File: config.mk
export PLATFORM = sky130hd
export DESIGN_NAME = gecko_divide_flat
export DESIGN_NICKNAME = d
export VERILOG_FILES = /design/src/rtl/gecko_divide_if.sv /design/src/rtl/gecko_divide.sv /design/src/flat_wrapper.sv
export SDC_FILE = /design/constraint.sdc
export NUM_CORES = 1
export LEC_CHECK = 0
export ABC_CLOCK_PERIOD_IN_PS = 5760
export BUFFER_PORTS_ARGS = -buffer_cell sky130_fd_sc_hd__buf_2
export CORE_MARGIN = 1
export CORE_UTILIZATION = 55
export CTS_CLUSTER_DIAMETER = 30
export DETAILED_ROUTE_END_ITERATION = 8
export HOLD_SLACK_MARGIN = 0.08
export PLACE_DENSITY = 0.78
export SLEW_MARGIN = 20
export SYNTH_ARGS = -nofsm -noshare
export SYNTH_HDL_FRONTEND = slang
export SYNTH_SLANG_ARGS = --single-unit
File: constraint.sdc
create_clock -name clk -period 5.76 [get_ports clk]
set_clock_uncertainty 0.15 [all_clocks]
set_input_delay 0.576 -clock clk [delete_from_list [all_inputs] [get_ports clk]]
set_output_delay 0.576 -clock clk [all_outputs]
set_load 0.01 [all_outputs]
File: src/rtl/gecko_divide_if.sv
// Command/result bus for the gecko_divide radix-2 divider.
// master: the issuing execute stage. slave: the divider.
interface gecko_divide_if;
    logic        cmd_valid;
    logic        cmd_ready;
    logic [31:0] cmd_a;
    logic [31:0] cmd_b;
    logic [1:0]  cmd_type;
    logic [4:0]  cmd_addr;
    logic [2:0]  cmd_reg_status;
    logic        cmd_jump_flag;

    logic        result_valid;
    logic        result_ready;
    logic [4:0]  result_addr;
    logic [2:0]  result_reg_status;
    logic        result_jump_flag;
    logic [31:0] result_value;

    logic        busy;

    modport master (
        output cmd_valid, cmd_a, cmd_b, cmd_type, cmd_addr, cmd_reg_status, cmd_jump_flag,
        output result_ready,
        input  cmd_ready, result_valid, result_addr, result_reg_status, result_jump_flag,
        input  result_value, busy
    );

    modport slave (
        input  cmd_valid, cmd_a, cmd_b, cmd_type, cmd_addr, cmd_reg_status, cmd_jump_flag,
        input  result_ready,
        output cmd_ready, result_valid, result_addr, result_reg_status, result_jump_flag,
        output result_value, busy
    );
endinterface

File: src/rtl/gecko_divide.sv
// gecko_divide: 32-bit riscv32 DIV/DIVU/REM/REMU unit.
// Restoring division on operand magnitudes, one quotient bit per clock over 32
// CALC cycles, followed by a sign fix and the divide-by-zero/overflow overrides.
// Optional macro GECKO_DIV_EARLY_OUT_EN: divide-by-zero and signed-overflow
// commands skip CALC and go straight to DONE with the forced result.
module gecko_divide (
    input logic           clk,
    input logic           rst,
    gecko_divide_if.slave bus
);

    localparam logic [1:0] ST_IDLE = 2'd0;
    localparam logic [1:0] ST_CALC = 2'd1;
    localparam logic [1:0] ST_DONE = 2'd2;

    logic [1:0]  state;
    logic [4:0]  count;
    logic [1:0]  op_type;
    logic [31:0] a_raw;
    logic        a_neg;
    logic        b_neg;
    logic        div_zero;
    logic        ovf;
    logic [31:0] b_mag;
    logic [31:0] rem_reg;
    logic [31:0] quo_reg;

    logic [31:0] result_value;
    logic [4:0]  result_addr;
    logic [2:0]  result_reg_status;
    logic        result_jump_flag;

    // Type bit 0 selects unsigned, bit 1 selects remainder.
    logic        cmd_signed;
    logic        cmd_a_neg;
    logic        cmd_b_neg;
    logic        cmd_div_zero;
    logic        cmd_ovf;
    logic [31:0] cmd_a_mag;
    logic [31:0] cmd_b_mag;
    logic        early_out;

    assign cmd_signed   = ~bus.cmd_type[0];
    assign cmd_a_neg    = cmd_signed & bus.cmd_a[31];
    assign cmd_b_neg    = cmd_signed & bus.cmd_b[31];
    assign cmd_a_mag    = cmd_a_neg ? (32'd0 - bus.cmd_a) : bus.cmd_a;
    assign cmd_b_mag    = cmd_b_neg ? (32'd0 - bus.cmd_b) : bus.cmd_b;
    assign cmd_div_zero = (bus.cmd_b == 32'd0);
    assign cmd_ovf      = cmd_signed && (bus.cmd_a == 32'h8000_0000) && (bus.cmd_b == 32'hFFFF_FFFF);

`ifdef GECKO_DIV_EARLY_OUT_EN
    assign early_out = cmd_div_zero | cmd_ovf;
`else
    assign early_out = 1'b0;
`endif

    // Forced result for divide-by-zero (takes priority) and signed overflow.
    function automatic logic [31:0] special_value(input logic [1:0] op, input logic [31:0] a,
                                                  input logic zero);
        if (zero) begin
            return op[1] ? a : 32'hFFFF_FFFF;
        end
        return op[1] ? 32'h0000_0000 : 32'h8000_0000;
    endfunction

    // One restoring step: shift in the next dividend bit and subtract if it fits.
    logic [32:0] shifted;
    logic [31:0] diff;
    logic        take;
    logic [31:0] rem_next;
    logic [31:0] quo_next;
    logic [31:0] quo_fix;
    logic [31:0] rem_fix;
    logic [31:0] final_value;

    assign shifted  = {rem_reg, quo_reg[31]};
    assign take     = (shifted >= {1'b0, b_mag});
    assign diff     = shifted[31:0] - b_mag;
    assign rem_next = take ? diff : shifted[31:0];
    assign quo_next = {quo_reg[30:0], take};
    assign quo_fix  = (a_neg ^ b_neg) ? (32'd0 - quo_next) : quo_next;
    assign rem_fix  = a_neg ? (32'd0 - rem_next) : rem_next;
    assign final_value = (div_zero | ovf) ? special_value(op_type, a_raw, div_zero)
                                          : (op_type[1] ? rem_fix : quo_fix);

    // Control FSM, operand capture, iteration datapath and result registers.
    always_ff @(posedge clk) begin
        if (rst) begin
            state             <= ST_IDLE;
            count             <= 5'd0;
            op_type           <= 2'd0;
            a_raw             <= 32'd0;
            a_neg             <= 1'b0;
            b_neg             <= 1'b0;
            div_zero          <= 1'b0;
            ovf               <= 1'b0;
            b_mag             <= 32'd0;
            rem_reg           <= 32'd0;
            quo_reg           <= 32'd0;
            result_value      <= 32'd0;
            result_addr       <= 5'd0;
            result_reg_status <= 3'd0;
            result_jump_flag  <= 1'b0;
        end else begin
            case (state)
                ST_IDLE: begin
                    if (bus.cmd_valid) begin
                        op_type           <= bus.cmd_type;
                        a_raw             <= bus.cmd_a;
                        a_neg             <= cmd_a_neg;
                        b_neg             <= cmd_b_neg;
                        div_zero          <= cmd_div_zero;
                        ovf               <= cmd_ovf;
                        b_mag             <= cmd_b_mag;
                        rem_reg           <= 32'd0;
                        quo_reg           <= cmd_a_mag;
                        count             <= 5'd0;
                        result_addr       <= bus.cmd_addr;
                        result_reg_status <= bus.cmd_reg_status;
                        result_jump_flag  <= bus.cmd_jump_flag;
                        if (early_out) begin
                            result_value <= special_value(bus.cmd_type, bus.cmd_a, cmd_div_zero);
                            state        <= ST_DONE;
                        end else begin
                            state <= ST_CALC;
                        end
                    end
                end
                ST_CALC: begin
                    rem_reg <= rem_next;
                    quo_reg <= quo_next;
                    count   <= count + 5'd1;
                    if (count == 5'd31) begin
                        result_value <= final_value;
                        state        <= ST_DONE;
                    end
                end
                ST_DONE: begin
                    if (bus.result_ready) begin
                        state <= ST_IDLE;
                    end
                end
                default: state <= ST_IDLE;
            endcase
        end
    end

    assign bus.cmd_ready         = (state == ST_IDLE);
    assign bus.result_valid      = (state == ST_DONE);
    assign bus.busy              = (state != ST_IDLE);
    assign bus.result_value      = result_value;
    assign bus.result_addr       = result_addr;
    assign bus.result_reg_status = result_reg_status;
    assign bus.result_jump_flag  = result_jump_flag;

endmodule

File: src/flat_wrapper.sv
// flat-port wrapper written by rule: the top's interface ports become plain ports
module gecko_divide_flat 
  (clk, rst, bus_cmd_valid, bus_cmd_a, bus_cmd_b, bus_cmd_type, bus_cmd_addr, bus_cmd_reg_status, bus_cmd_jump_flag, bus_result_ready, bus_cmd_ready, bus_result_valid, bus_result_addr, bus_result_reg_status, bus_result_jump_flag, bus_result_value, bus_busy);
  gecko_divide_if bus_i ();
  input logic clk;
  input logic rst;
  input wire logic [$bits(bus_i.cmd_valid)-1:0] bus_cmd_valid;
  input wire logic [$bits(bus_i.cmd_a)-1:0] bus_cmd_a;
  input wire logic [$bits(bus_i.cmd_b)-1:0] bus_cmd_b;
  input wire logic [$bits(bus_i.cmd_type)-1:0] bus_cmd_type;
  input wire logic [$bits(bus_i.cmd_addr)-1:0] bus_cmd_addr;
  input wire logic [$bits(bus_i.cmd_reg_status)-1:0] bus_cmd_reg_status;
  input wire logic [$bits(bus_i.cmd_jump_flag)-1:0] bus_cmd_jump_flag;
  input wire logic [$bits(bus_i.result_ready)-1:0] bus_result_ready;
  output wire logic [$bits(bus_i.cmd_ready)-1:0] bus_cmd_ready;
  output wire logic [$bits(bus_i.result_valid)-1:0] bus_result_valid;
  output wire logic [$bits(bus_i.result_addr)-1:0] bus_result_addr;
  output wire logic [$bits(bus_i.result_reg_status)-1:0] bus_result_reg_status;
  output wire logic [$bits(bus_i.result_jump_flag)-1:0] bus_result_jump_flag;
  output wire logic [$bits(bus_i.result_value)-1:0] bus_result_value;
  output wire logic [$bits(bus_i.busy)-1:0] bus_busy;
  assign bus_i.cmd_valid = bus_cmd_valid;
  assign bus_i.cmd_a = bus_cmd_a;
  assign bus_i.cmd_b = bus_cmd_b;
  assign bus_i.cmd_type = bus_cmd_type;
  assign bus_i.cmd_addr = bus_cmd_addr;
  assign bus_i.cmd_reg_status = bus_cmd_reg_status;
  assign bus_i.cmd_jump_flag = bus_cmd_jump_flag;
  assign bus_i.result_ready = bus_result_ready;
  assign bus_cmd_ready = bus_i.cmd_ready;
  assign bus_result_valid = bus_i.result_valid;
  assign bus_result_addr = bus_i.result_addr;
  assign bus_result_reg_status = bus_i.result_reg_status;
  assign bus_result_jump_flag = bus_i.result_jump_flag;
  assign bus_result_value = bus_i.result_value;
  assign bus_busy = bus_i.busy;
  gecko_divide u_core (.clk(clk), .rst(rst), .bus(bus_i));
endmodule
==> results_dict.tcl <==
set metrics [dict create \
    syn-cell-area_sq_mm 0.0129 \
    antenna_found_initial 2 \
    worst_pin_slew_ns 1.21 \
    worstHoldStart "bus_cmd_addr[2]" \
    final_cells 2128 \
    num_rows 55 \
    final_area_sq_mm 0.0142 \
    hold_violations 0 \
    startpoint_type "register" \
    dp.cells 2096 \
    syn-num-nets 1871 \
    cts_setup_buffers 0 \
    post_drt_via_cell_ratio 6.49 \
    grt_pass1_wl_mm 68.6 \
    peakVddDrop_mv 0.182 \
    ff2ff_path_depth 22 \
    min_path_type "primary input to register" \
    avgSynthCellArea_sq_um 7.35 \
    r2r_setup_slack_ns 0.34 \
    relSlewSlack_pct 19.2 \
    cts_buffers 17 \
    yosysSeqAreaShare_pct 28.1 \
    cts-htree-levels 4 \
    clk_pin_slew_ns 0.08 \
    start_util_pct 56.5 \
    yosys_warnings 0 \
    fin_nets 1921 \
    dieArea_sq_mm 0.0240 \
    grt_max_degree 85 \
    cts_hold_buf 0 \
    antenna_left 0 \
    r2r_end "u_core.bus.result_value[28]" \
    clockBufferDepth 2 \
    synth_cell_type_count 93 \
    path_class "register to register" \
    core-area_sq_mm 0.0228 \
    most-common-layout-cells "nand2_1 (238), a21oi_1 (186), dfxtp_1 (181)" \
    num_vias 13800 \
    setup_violations 0 \
    post_cts_resized 0 \
    worst_ep_required_time_ns 5.98 \
    drt_iter0_drc 1647 \
    die-height_um 155 \
    min_to "u_core.bus.result_addr[2]" \
    synth_edf_count 0 \
    place_congestion 0.973 \
    whs_ns 0.215 \
    tns_ns 0 \
    ys_ff_latch 181 \
    drcViolationCount 0 \
    die_w_um 155 \
    routedWlPerCell_um 20.8 \
    p_leak_nw 5.51 \
    hold_path_depth 3 \
    ys.flop_type "dfxtp_1" \
    clock_sinks 181 \
    overflow 0 \
    syn2layout_area_growth_pct 10.6 \
    clkLatencyLatePin_ns 0.45 \
    grt_pass1_vias 12200 \
    worst-path-max-fanout 6 \
    layout.cells.most_common "nand2_1" \
    num_io_pins 123 \
    timing.final.crit_share_pct 94.2 \
    fin_ws_ns 0.337 \
    report.final.slew_viol_count 0 \
    synth_cells 1752 \
    tritoncts "built" \
    critPathCaptureType "register" \
    dpl.hpwl_mm 32.4 \
    fin_crit_ns 5.42 \
    grt_setup_unrepaired "false" \
    critical_path_arrival_ns 5.65 \
    track_usage_pct 36.5 \
    first_pass_iters 5 \
    numPortBuffers 122 \
    placed_cell_area_sq_mm 0.0136 \
    routed_wl_mm 44.2 \
    synthArstFlopShare_pct 0 \
    powerDensity_mw_per_mm2 237 \
    max_freq_mhz 184 \
    drive_gt1_share_pct 13.1 \
    maxCapViolCount 0 \
    root_buffer "clkbuf_16" \
    reg2reg_from "u_core.b_mag[26]" \
    fillers 2077 \
    run_status "finished, final reports clean" \
    post-place-ws_ns 0.460 \
]
-- cells in the mapped netlist (35+ instances only) --
| library cell | n | share of area (%) |
|---|---|---|
| nand2_1 | 239 | 7.0 |
| a21oi_1 | 186 | 7.2 |
| dfxtp_1 | 181 | 28 |
| nor2_1 | 168 | 4.9 |
| clkbuf_1 | 92 | 2.7 |
| o21ai_0 | 85 | 3.3 |
| xnor2_1 | 69 | 4.7 |
| inv_1 | 58 | 1.7 |
| xor2_1 | 53 | 3.6 |
| nor3_1 | 45 | 1.7 |
| a211oi_1 | 43 | 2.5 |
| a31oi_1 | 42 | 2.0 |
| nand3_1 | 40 | 1.6 |
| ha_1 | 39 | 3.8 |
| a22oi_1 | 35 | 2.0 |
-- kinds of logic (layout without fill, tap and decap cells) --
group	after synthesis	after routing	synth area share, %
AND/OR/NAND/NOR	648	648	23.5
AO/OA/AOI/OAI	552	552	28.4
flip-flops	181	181	28.1
buffers and inverters	181	243	5.48
XOR/XNOR	122	122	8.30
adder cells (fa/ha/maj)	40	40	3.95
multiplexers	28	28	2.26
other	0	1	0
-- report_power, final --
part           internal [mW]  switching (mW)
logic                  0.267           0.530
registers               1.31          0.0518
clock network          0.619           0.592
total                   2.20            1.17
-- worst max-delay path by stage --
stage / startpoint / end / cells after the start
final: u_core.b_mag[26] / u_core.bus.result_value[28] / 22
after global routing: u_core.b_mag[25] / u_core.bus.result_value[28] / 20
after CTS: u_core.b_mag[26] / u_core.bus.result_value[28] / 22
after detailed placement: u_core.b_mag[26] / u_core.bus.result_value[28] / 22
after global placement: u_core.b_mag[26] / u_core.bus.result_value[28] / 22
after floorplan: u_core.b_mag[26] / u_core.bus.result_value[28] / 24
-- layer usage --
| layer | GRT usage, % | routed length, um |
|---|---|---|
| met1 | 51.9 | 19100 |
| met2 | 55.1 | 19000 |
| met3 | 7.72 | 5040 |
| met4 | 11.0 | 1050 |
| met5 | 0 | 0 |
-- cell type report --
| type | instances | area [sq um] | area share, % |
|---|---|---|---|
| Tap cell | 313 | 392 | 2.75 |
| Sequential cell | 181 | 3620 | 25.5 |
| Antenna cell | 1 | 2.50 | 0.0176 |
| Multi-Input combinational cell | 1390 | 8570 | 60.2 |
| Inverter | 60 | 225 | 1.58 |
| Timing Repair Buffer | 152 | 838 | 5.89 |
| Clock inverter | 14 | 155 | 1.09 |
| Clock buffer | 17 | 425 | 2.99 |
-- critical path, cell delays in order, from the launching register on --
cell,delay (ns)
dfxtp_1,0.33
inv_1,0.05
ha_1,0.35
a21oi_2,0.22
o21ai_2,0.12
a2111oi_4,0.46
a22oi_4,0.15
nor4_4,0.40
nor2_4,0.09
inv_2,0.08
nor2_1,0.04
a21oi_1,0.18
ha_1,0.22
nand2_1,0.08
or3_1,0.34
or3_1,0.38
nor2b_1,0.18
o21ai_0,0.11
o21a_1,0.16
or3_1,0.40
or4_1,0.51
and4b_1,0.23
nor3_2,0.13
-- through the flow --
step | util [%] | total power [mW]
finish | 62.5 | 3.37
global route | 62.5 | 3.49
CTS | 62.4 | 3.34
detailed placement | 59.9 | 2.15
global placement | 59.9 | 2.15
floorplan | - | 1.91
Power figures use the tool's default switching activity.
